$ cat config.mk
export PLATFORM = sky130hd
export DESIGN_NAME = sram_arbiter
export DESIGN_NICKNAME = d
export VERILOG_FILES = /design/src/rtl/sram_arbiter.sv
export SDC_FILE = /design/constraint.sdc
export NUM_CORES = 1
export LEC_CHECK = 0
export BUFFER_PORTS_ARGS = -buffer_cell sky130_fd_sc_hd__buf_2
export CORE_MARGIN = 5
export CORE_UTILIZATION = 52
export CTS_CLUSTER_DIAMETER = 40
export DETAILED_ROUTE_END_ITERATION = 7
export GPL_TIMING_DRIVEN = 0
export HOLD_SLACK_MARGIN = 0.08
export PLACE_DENSITY = 0.79
export SYNTH_ARGS = -nofsm -noshare
export SYNTH_HDL_FRONTEND = slang
export SYNTH_SLANG_ARGS = --single-unit
$ cat constraint.sdc
create_clock -name clk_sys -period 1.52 [get_ports clk_sys]
set_input_delay 0.076 -clock clk_sys [delete_from_list [all_inputs] [get_ports clk_sys]]
set_output_delay 0.076 -clock clk_sys [all_outputs]
set_load 0.005 [all_outputs]
$ cat src/rtl/sram_arbiter.sv
// Serialises loader write strobes and level-style CPU accesses onto the single
// SDRAM byte port. Loader has fixed priority; each requester has one pending slot.
module sram_arbiter #(
  parameter int unsigned AW         = 23,
  parameter int unsigned DW         = 8,
  parameter int unsigned SETTLE_CYC = 2
) (
  input  logic          clk_sys,
  input  logic          reset,
  input  logic          dl_active,
  input  logic          dl_wr,
  input  logic [AW-1:0] dl_addr,
  input  logic [DW-1:0] dl_data,
  output logic          dl_busy,
  output logic          dl_overrun,
  input  logic          cpu_n_cs,
  input  logic          cpu_n_oe,
  input  logic          cpu_n_we,
  input  logic [AW-1:0] cpu_addr,
  input  logic [DW-1:0] cpu_d,
  output logic [DW-1:0] cpu_q,
  output logic          cpu_ready,
  output logic [AW-1:0] mem_addr,
  output logic [DW-1:0] mem_din,
  output logic          mem_we,
  output logic          mem_rd,
  input  logic [DW-1:0] mem_dout,
  input  logic          mem_ready
);

  localparam int unsigned CW = 3;

  typedef enum logic [1:0] {
    S_IDLE,
    S_ISSUE,
    S_SETTLE,
    S_WAIT
  } state_t;

  state_t        state_q, state_d;
  logic [CW-1:0] cnt_q, cnt_d;
  logic          start_c, done_c;

  logic          act_c, act_q, cpu_edge_c;
  logic [AW-1:0] dl_addr_q, cpu_addr_q;
  logic [DW-1:0] dl_data_q, cpu_d_q;
  logic          cpu_wr_q;
  logic          sel_dl_q;

  // A CPU request is a new assertion of chip select with a strobe, outside downloads
  assign act_c      = ~cpu_n_cs & (~cpu_n_oe | ~cpu_n_we);
  assign cpu_edge_c = act_c & ~act_q & ~dl_active & cpu_ready;

  // State register
  always_ff @(posedge clk_sys) begin
    if (reset) begin
      state_q <= S_IDLE;
      cnt_q   <= '0;
    end else begin
      state_q <= state_d;
      cnt_q   <= cnt_d;
    end
  end

  // Next-state logic; start_c/done_c mark the winner choice and the completion cycle
  always_comb begin
    state_d = state_q;
    cnt_d   = cnt_q;
    start_c = 1'b0;
    done_c  = 1'b0;
    case (state_q)
      S_IDLE: begin
        if ((dl_busy | ~cpu_ready) & mem_ready) begin
          state_d = S_ISSUE;
          start_c = 1'b1;
        end
      end
      S_ISSUE: begin
        state_d = S_SETTLE;
        cnt_d   = CW'(SETTLE_CYC - 1);
      end
      S_SETTLE: begin
        if (cnt_q == '0) state_d = S_WAIT;
        else             cnt_d   = cnt_q - CW'(1);
      end
      S_WAIT: begin
        if (mem_ready) begin
          state_d = S_IDLE;
          done_c  = 1'b1;
        end
      end
      default: state_d = S_IDLE;
    endcase
  end

  // Request slots, command outputs and requester release
  always_ff @(posedge clk_sys) begin
    if (reset) begin
      act_q      <= 1'b0;
      dl_addr_q  <= '0;
      dl_data_q  <= '0;
      dl_busy    <= 1'b0;
      dl_overrun <= 1'b0;
      cpu_addr_q <= '0;
      cpu_d_q    <= '0;
      cpu_wr_q   <= 1'b0;
      cpu_q      <= '0;
      cpu_ready  <= 1'b1;
      sel_dl_q   <= 1'b0;
      mem_addr   <= '0;
      mem_din    <= '0;
      mem_we     <= 1'b0;
      mem_rd     <= 1'b0;
    end else begin
      act_q  <= act_c;
      mem_we <= 1'b0;
      mem_rd <= 1'b0;

      if (start_c) begin
        sel_dl_q <= dl_busy;
        if (dl_busy) begin
          mem_addr <= dl_addr_q;
          mem_din  <= dl_data_q;
          mem_we   <= 1'b1;
        end else begin
          mem_addr <= cpu_addr_q;
          mem_din  <= cpu_d_q;
          mem_we   <= cpu_wr_q;
          mem_rd   <= ~cpu_wr_q;
        end
      end

      if (done_c & sel_dl_q) dl_busy <= 1'b0;

      // A strobe while the slot is still held (including its completion cycle) is lost
      if (dl_wr) begin
        if (dl_busy) begin
          dl_overrun <= 1'b1;
        end else begin
          dl_addr_q <= dl_addr;
          dl_data_q <= dl_data;
          dl_busy   <= 1'b1;
        end
      end

      if (done_c & ~sel_dl_q) begin
        cpu_ready <= 1'b1;
        if (~cpu_wr_q) cpu_q <= mem_dout;
      end

      if (cpu_edge_c) begin
        cpu_addr_q <= cpu_addr;
        cpu_d_q    <= cpu_d;
        cpu_wr_q   <= ~cpu_n_we;
        cpu_ready  <= 1'b0;
      end
    end
  end

endmodule

### Yosys cells after proc, flatten, opt, wreduce, memory -nomap -nowiden

Index checks and enable logic that the tools add are counted.

* bits in registers: 114
* input bits: 78
* output and inout bits: 44
* logic and storage cells: 73

* $add $sub $neg: 1
* equality and inequality tests: 7
* muxes and demuxes: 18
* bitwise gates (word level): 19
* reduce and logical (&&, ||, !) cells: 11

Operator list (number)
* two-way mux 23 bit: 1
* two-way mux 1 bit: 10
* NOT 1 bit: 10
* two-way mux 8 bit: 1
* != test 2 bit (second input constant): 4
* one-hot mux 2 bit (4 select lines): 1
* AND reduction 2 bit: 4
* bitwise AND 1 bit: 7
* two-way mux 2 bit: 3
* one-hot mux 3 bit (2 select lines): 1
* equality test 2 bit (second input constant): 2
* nonzero test 2 bit: 2
* zero test 3 bit: 1
* two-way mux 3 bit: 1
* AND reduction 3 bit: 1
* OR reduction 3 bit: 1
* subtractor 3 x 1 -> 3 bit (second input constant): 1
* equality test 2 x 1 -> 1 bit (second input constant): 1
* zero test 2 bit: 1
* OR 1 bit: 2
* OR reduction 2 bit: 1

### Logic depth before layout (Yosys ltp)

* depth in word-level cells: 7
* mapped depth: 7

### Worst setup path after synthesis

No wires, ideal clock.

* path kind: register -> register
* start: register state_q[0]
* end: register cpu_q[7]
* arrival time: 1.249 ns
* required time: 1.394 ns
* setup slack: 0.146 ns
* stages on the path, launching flop included: 6
* clock period less this slack: 1.374 ns
* path through: dfxtp_1 ha_1 nand2_2 nor3_4 mux2i_1 nor2_2

* word-level cells in the longest chain between the ends: 4

RTL lines
* start: declaration: RTL line 40 `state_t state_q, state_d;`
* start signal: assignment: RTL line 60 `state_q <= state_d;`
* equality test 2 bit: RTL line 71 `case (state_q)`
* two-way mux 1 bit: RTL line 71
* bitwise AND 1 bit: RTL line 146 `if (done_c & ~sel_dl_q) begin`
* AND reduction 2 bit (no line)
* end signal: assignment: RTL line 148 `if (~cpu_wr_q) cpu_q <= mem_dout;`
* end: declaration: RTL line 21 `output logic [DW-1:0] cpu_q,`

Every way passes these cells.
A chain may end at the register's enable or synchronous reset.

### Worst setup path after layout

* start: input port cpu_n_we
* end: register cpu_d_q[6]

* word-level cells in the longest chain between the ends: 6

RTL lines
* start: declaration: RTL line 18 `input logic cpu_n_we,`
* NOT 1 bit: RTL line 51 `assign act_c = ~cpu_n_cs & (~cpu_n_oe | ~cpu_n_we);`
* OR 1 bit: RTL line 51
* bitwise AND 1 bit: RTL line 51
* bitwise AND 1 bit (3 in series): RTL line 52 `assign cpu_edge_c = act_c & ~act_q & ~dl_active & cpu_ready;`
* end signal: assignment: RTL line 153 `cpu_d_q <= cpu_d;`
* end: declaration: RTL line 46 `logic [DW-1:0] dl_data_q, cpu_d_q;`

Every way passes these cells.

==> parameters.txt <==
Parameter                              Value

Routing
  Count of routing violations after the opening detailed-route iteration    211
  Final routed wire length divided by cell count    16.27 microns
  Remaining routing DRC violations    0
  Final WL    13750 microns
  Detail-routed via count per cell    5.238
  First-pass detailed-route iteration total    5
  Routed Antenna Nets    0
  Vias after detailed routing    4426

Logic synthesis
  Share of synthesized area occupied by flip-flops and latches    50.30%
  Most frequent cells after synthesis    sky130_fd_sc_hd__nand2_1 (124), sky130_fd_sc_hd__dfxtp_1 (114), sky130_fd_sc_hd__a21oi_1 (68)
  Proportion of synthesized flip-flops having asynchronous set or reset    0%
  Number of enable flip-flop cells after synthesis    0
  Instance count of the mapped netlist    505
  Synth Register Bits    114
  Count of cell types in the netlist    28
  Biggest area consumer among synthesized cells    sky130_fd_sc_hd__dfxtp_1
  Netlist area before placement    4537 sq um
  Area fraction of the dominant cell type after synthesis    50.30%
  Cell with the most instances after synthesis    sky130_fd_sc_hd__nand2_1
  Average cell area after synthesis    8.984 sq um
  Count of synthesis-stage warnings from yosys    0
  Main synth FF type    sky130_fd_sc_hd__dfxtp_1
  Cells taking the most area after synthesis    sky130_fd_sc_hd__dfxtp_1 (50%), sky130_fd_sc_hd__nand2_1 (10%), sky130_fd_sc_hd__mux2i_1 (9.0%)
  Number of nets in the synthesized netlist    589

Floorplan
  Die area    10690 sq um
  Placeable Area    8593 sq um
  Standard-cell rows    34
  Top-Level Pins    122
  Die height    103.4 microns
  Die X-Extent    103.4 microns
  Initial Util    52.80%

Power
  Total power    8974 uW
  Switching component of the power    2328 uW
  Fraction of power consumed by sequential logic    38.5%
  Worst vdd ir    0.8252 mV
  P_leak    0.002781 uW
  Share of total power in combinational logic    18.9%
  PD cells    1342 nW/um^2
  Int Pwr    6646 uW
  Fraction of power consumed by the clock network    42.6%
  Proportion of total power due to net switching    25.94%

Flow run
  Count of maximum capacitance violations    0

Global route
  Number of global-route vias before repair    4483
  Overflow after GRT    0
  First-pass GRT wire length    21010 microns
  Number of antenna violations at the first check in global routing    0
  Pin count of the biggest net entering global routing    17
  Total routing resource utilization after global routing    25.82%

Placed design
  Number of input and output port buffers inserted    120
  Placer congestion estimate    0.8078
  Detailed placement HPWL    8384 microns
  Placement-stage worst setup slack    -0.1173 ns

Clocking
  Maximum buffer depth of the clock tree    2
  CTS H-tree depth    4
  Number of CTS-inserted buffers    17
  Latest clock arrival within the worst-skew pair    0.51 ns
  Master cell of the clock root buffer    sky130_fd_sc_hd__clkbuf_8
  Clock tree from TritonCTS    yes
  Clock input transition at the sequential cells of the worst setup and hold paths    0.05 ns
  TritonCTS sink count    114

STA
  Post-Route Skew    0.01129 ns
  Share of the clock period used by the worst path after layout    96.12%
  Final hold vios    0
  Setup-violating endpoint count in the final report    0
  Slew HR    49.00%
  Final period demand of the worst path    1.461 ns
  Minimum setup slack in the final design    0.05903 ns
  Max frequency    684.5 MHz
  Number of max-slew violations in the final report    0
  Unrepaired setup endpoints after global routing    false
  Slew at the pin with the worst max-slew slack    0.7650 ns

Cells and area
  Signed area change from the synthesized netlist to the final layout    47.41%
  Final layout net count    808
  Fraction of final layout cells with drive strength greater than 1    28.90%
  Filler Cells Inserted    548
  Area occupied by registers    2285 sq um
  Area used by multi-input combinational logic    2036 sq um
  Antenna diode count    0

Critical path
  Kind of capture point of the worst setup path    register
  CP arrival    1.84 ns
  Worst Setup Start Kind    input pin
  Worst setup path category    in2reg
  Worst Path Required    1.90 ns
  Maximum fanout count along the critical path    10

Worst hold path
  Hold/Removal Path Class    in2reg

Status
  Outcome    complete, no violations
==> flip-flops by register name, indices dropped and copies added (netlist names) <==
name,cells
sel_dl_q,1
cpu_wr_q,1
mem_rd,1
mem_addr,23
dl_addr_q,23
act_q,1
cpu_q,8
cpu_addr_q,23
dl_overrun,1
dl_data_q,8
dl_busy,1
cnt_q,3
cpu_ready,1
mem_we,1
state_q,2
cpu_d_q,8
mem_din,8
==> worst max-delay path: stages <==
cell,delay (ns)
sky130_fd_sc_hd__dlygate4sd3_1,0.54
sky130_fd_sc_hd__buf_2,0.15
sky130_fd_sc_hd__a21oi_1,0.21
sky130_fd_sc_hd__nand3_1,0.26
sky130_fd_sc_hd__clkbuf_1,0.34
sky130_fd_sc_hd__nand2_1,0.17
sky130_fd_sc_hd__a21oi_1,0.08
==> power by group through the flow <==
stage	clock [uW]	combinational, uW	sequential [uW]
after floorplan	0	935	3480
after global placement	0	1370	3480
after detailed placement	0	1430	3500
after CTS	3850	1630	3440
after global routing	4000	1850	3480
final	3820	1700	3450
==> placed cells by master, fill, tap and decap left out, drive strengths merged, types with 7 or more instances in the layout <==
cell type	n
mux2i	41
a21oi	68
a211oi	34
dlygate4sd3	76
buf	146
dfxtp	114
nand2	125
clkbuf	44
inv	7
nor2	52
==> cell families after synthesis <==
kind of cell | count (synthesis) | synth area share [%]
AO/OA/AOI/OAI | 106 | 16.05
flip-flops | 114 | 50.30
adder cells (fa/ha/maj) | 6 | 1.655
buffers and inverters | 45 | 5.323
multiplexers | 41 | 9.046
AND/OR/NAND/NOR | 193 | 17.62
==> cell type report <==
type / count / area share [%]
inverters: 7 / 0.3929
clock inverters: 4 / 1.048
well taps: 108 / 2.021
plain buffers: 38 / 3.386
clock buffers: 28 / 7.558
repair buffers: 200 / 20.99
flip-flops and latches: 114 / 34.16
multi-input cells: 346 / 30.44
==> path summary, 6_finish.rpt <==
check,startpoint,endpoint,slack (ns),cells after the start
hold / removal,dl_active,cpu_ready,0.12,5
hold reg to reg,cpu_addr_q[1],cpu_addr_q[1],0.45,2
setup reg to reg,state_q[1],mem_addr[8],0.06,7
setup / recovery,cpu_n_we,cpu_d_q[6],0.06,7
==> through the flow <==
stage	util [%]	hold slack, ns	TNS [ns]	std cells	instance area [sq um]
2_1_floorplan	-	0.1716	0	505	4537
3_3_place_gp	61.36	0.2853	-0.08084	733	5273
3_5_place_dp	61.36	0.2975	-0.7132	733	5273
4_1_cts	77.33	0.1069	0	842	6645
5_1_grt	77.82	0.1763	0	845	6688
6_report	77.82	0.1178	0	845	6688
==> what timing repair did <==
| action | 4_1_cts | 5_1_grt |
|---|---|---|
| endpoints found under the hold margin | 76 | 0 |
| gates resized for setup | 5 | 9 |
| setup buffers | 1 | 2 |
| setup endpoints to repair | 25 | 32 |
| cloned | 0 | 1 |
| hold buffers | 76 | 0 |
| pin swaps | 1 | 0 |
==> layer usage <==
layer / vias to the layer above / wire (microns) / part of all wire (%) / track usage (%)
met5: - / 0 / 0 / 0
met4: 0 / 274 / 2.0 / 12.25
met3: 27 / 1042 / 7.6 / 6.841
met2: 195 / 6862 / 50 / 44.51
met1: 2080 / 5567 / 40 / 29.68
li1: 2124 / - / - / -
(Power assumes the default switching activity.)
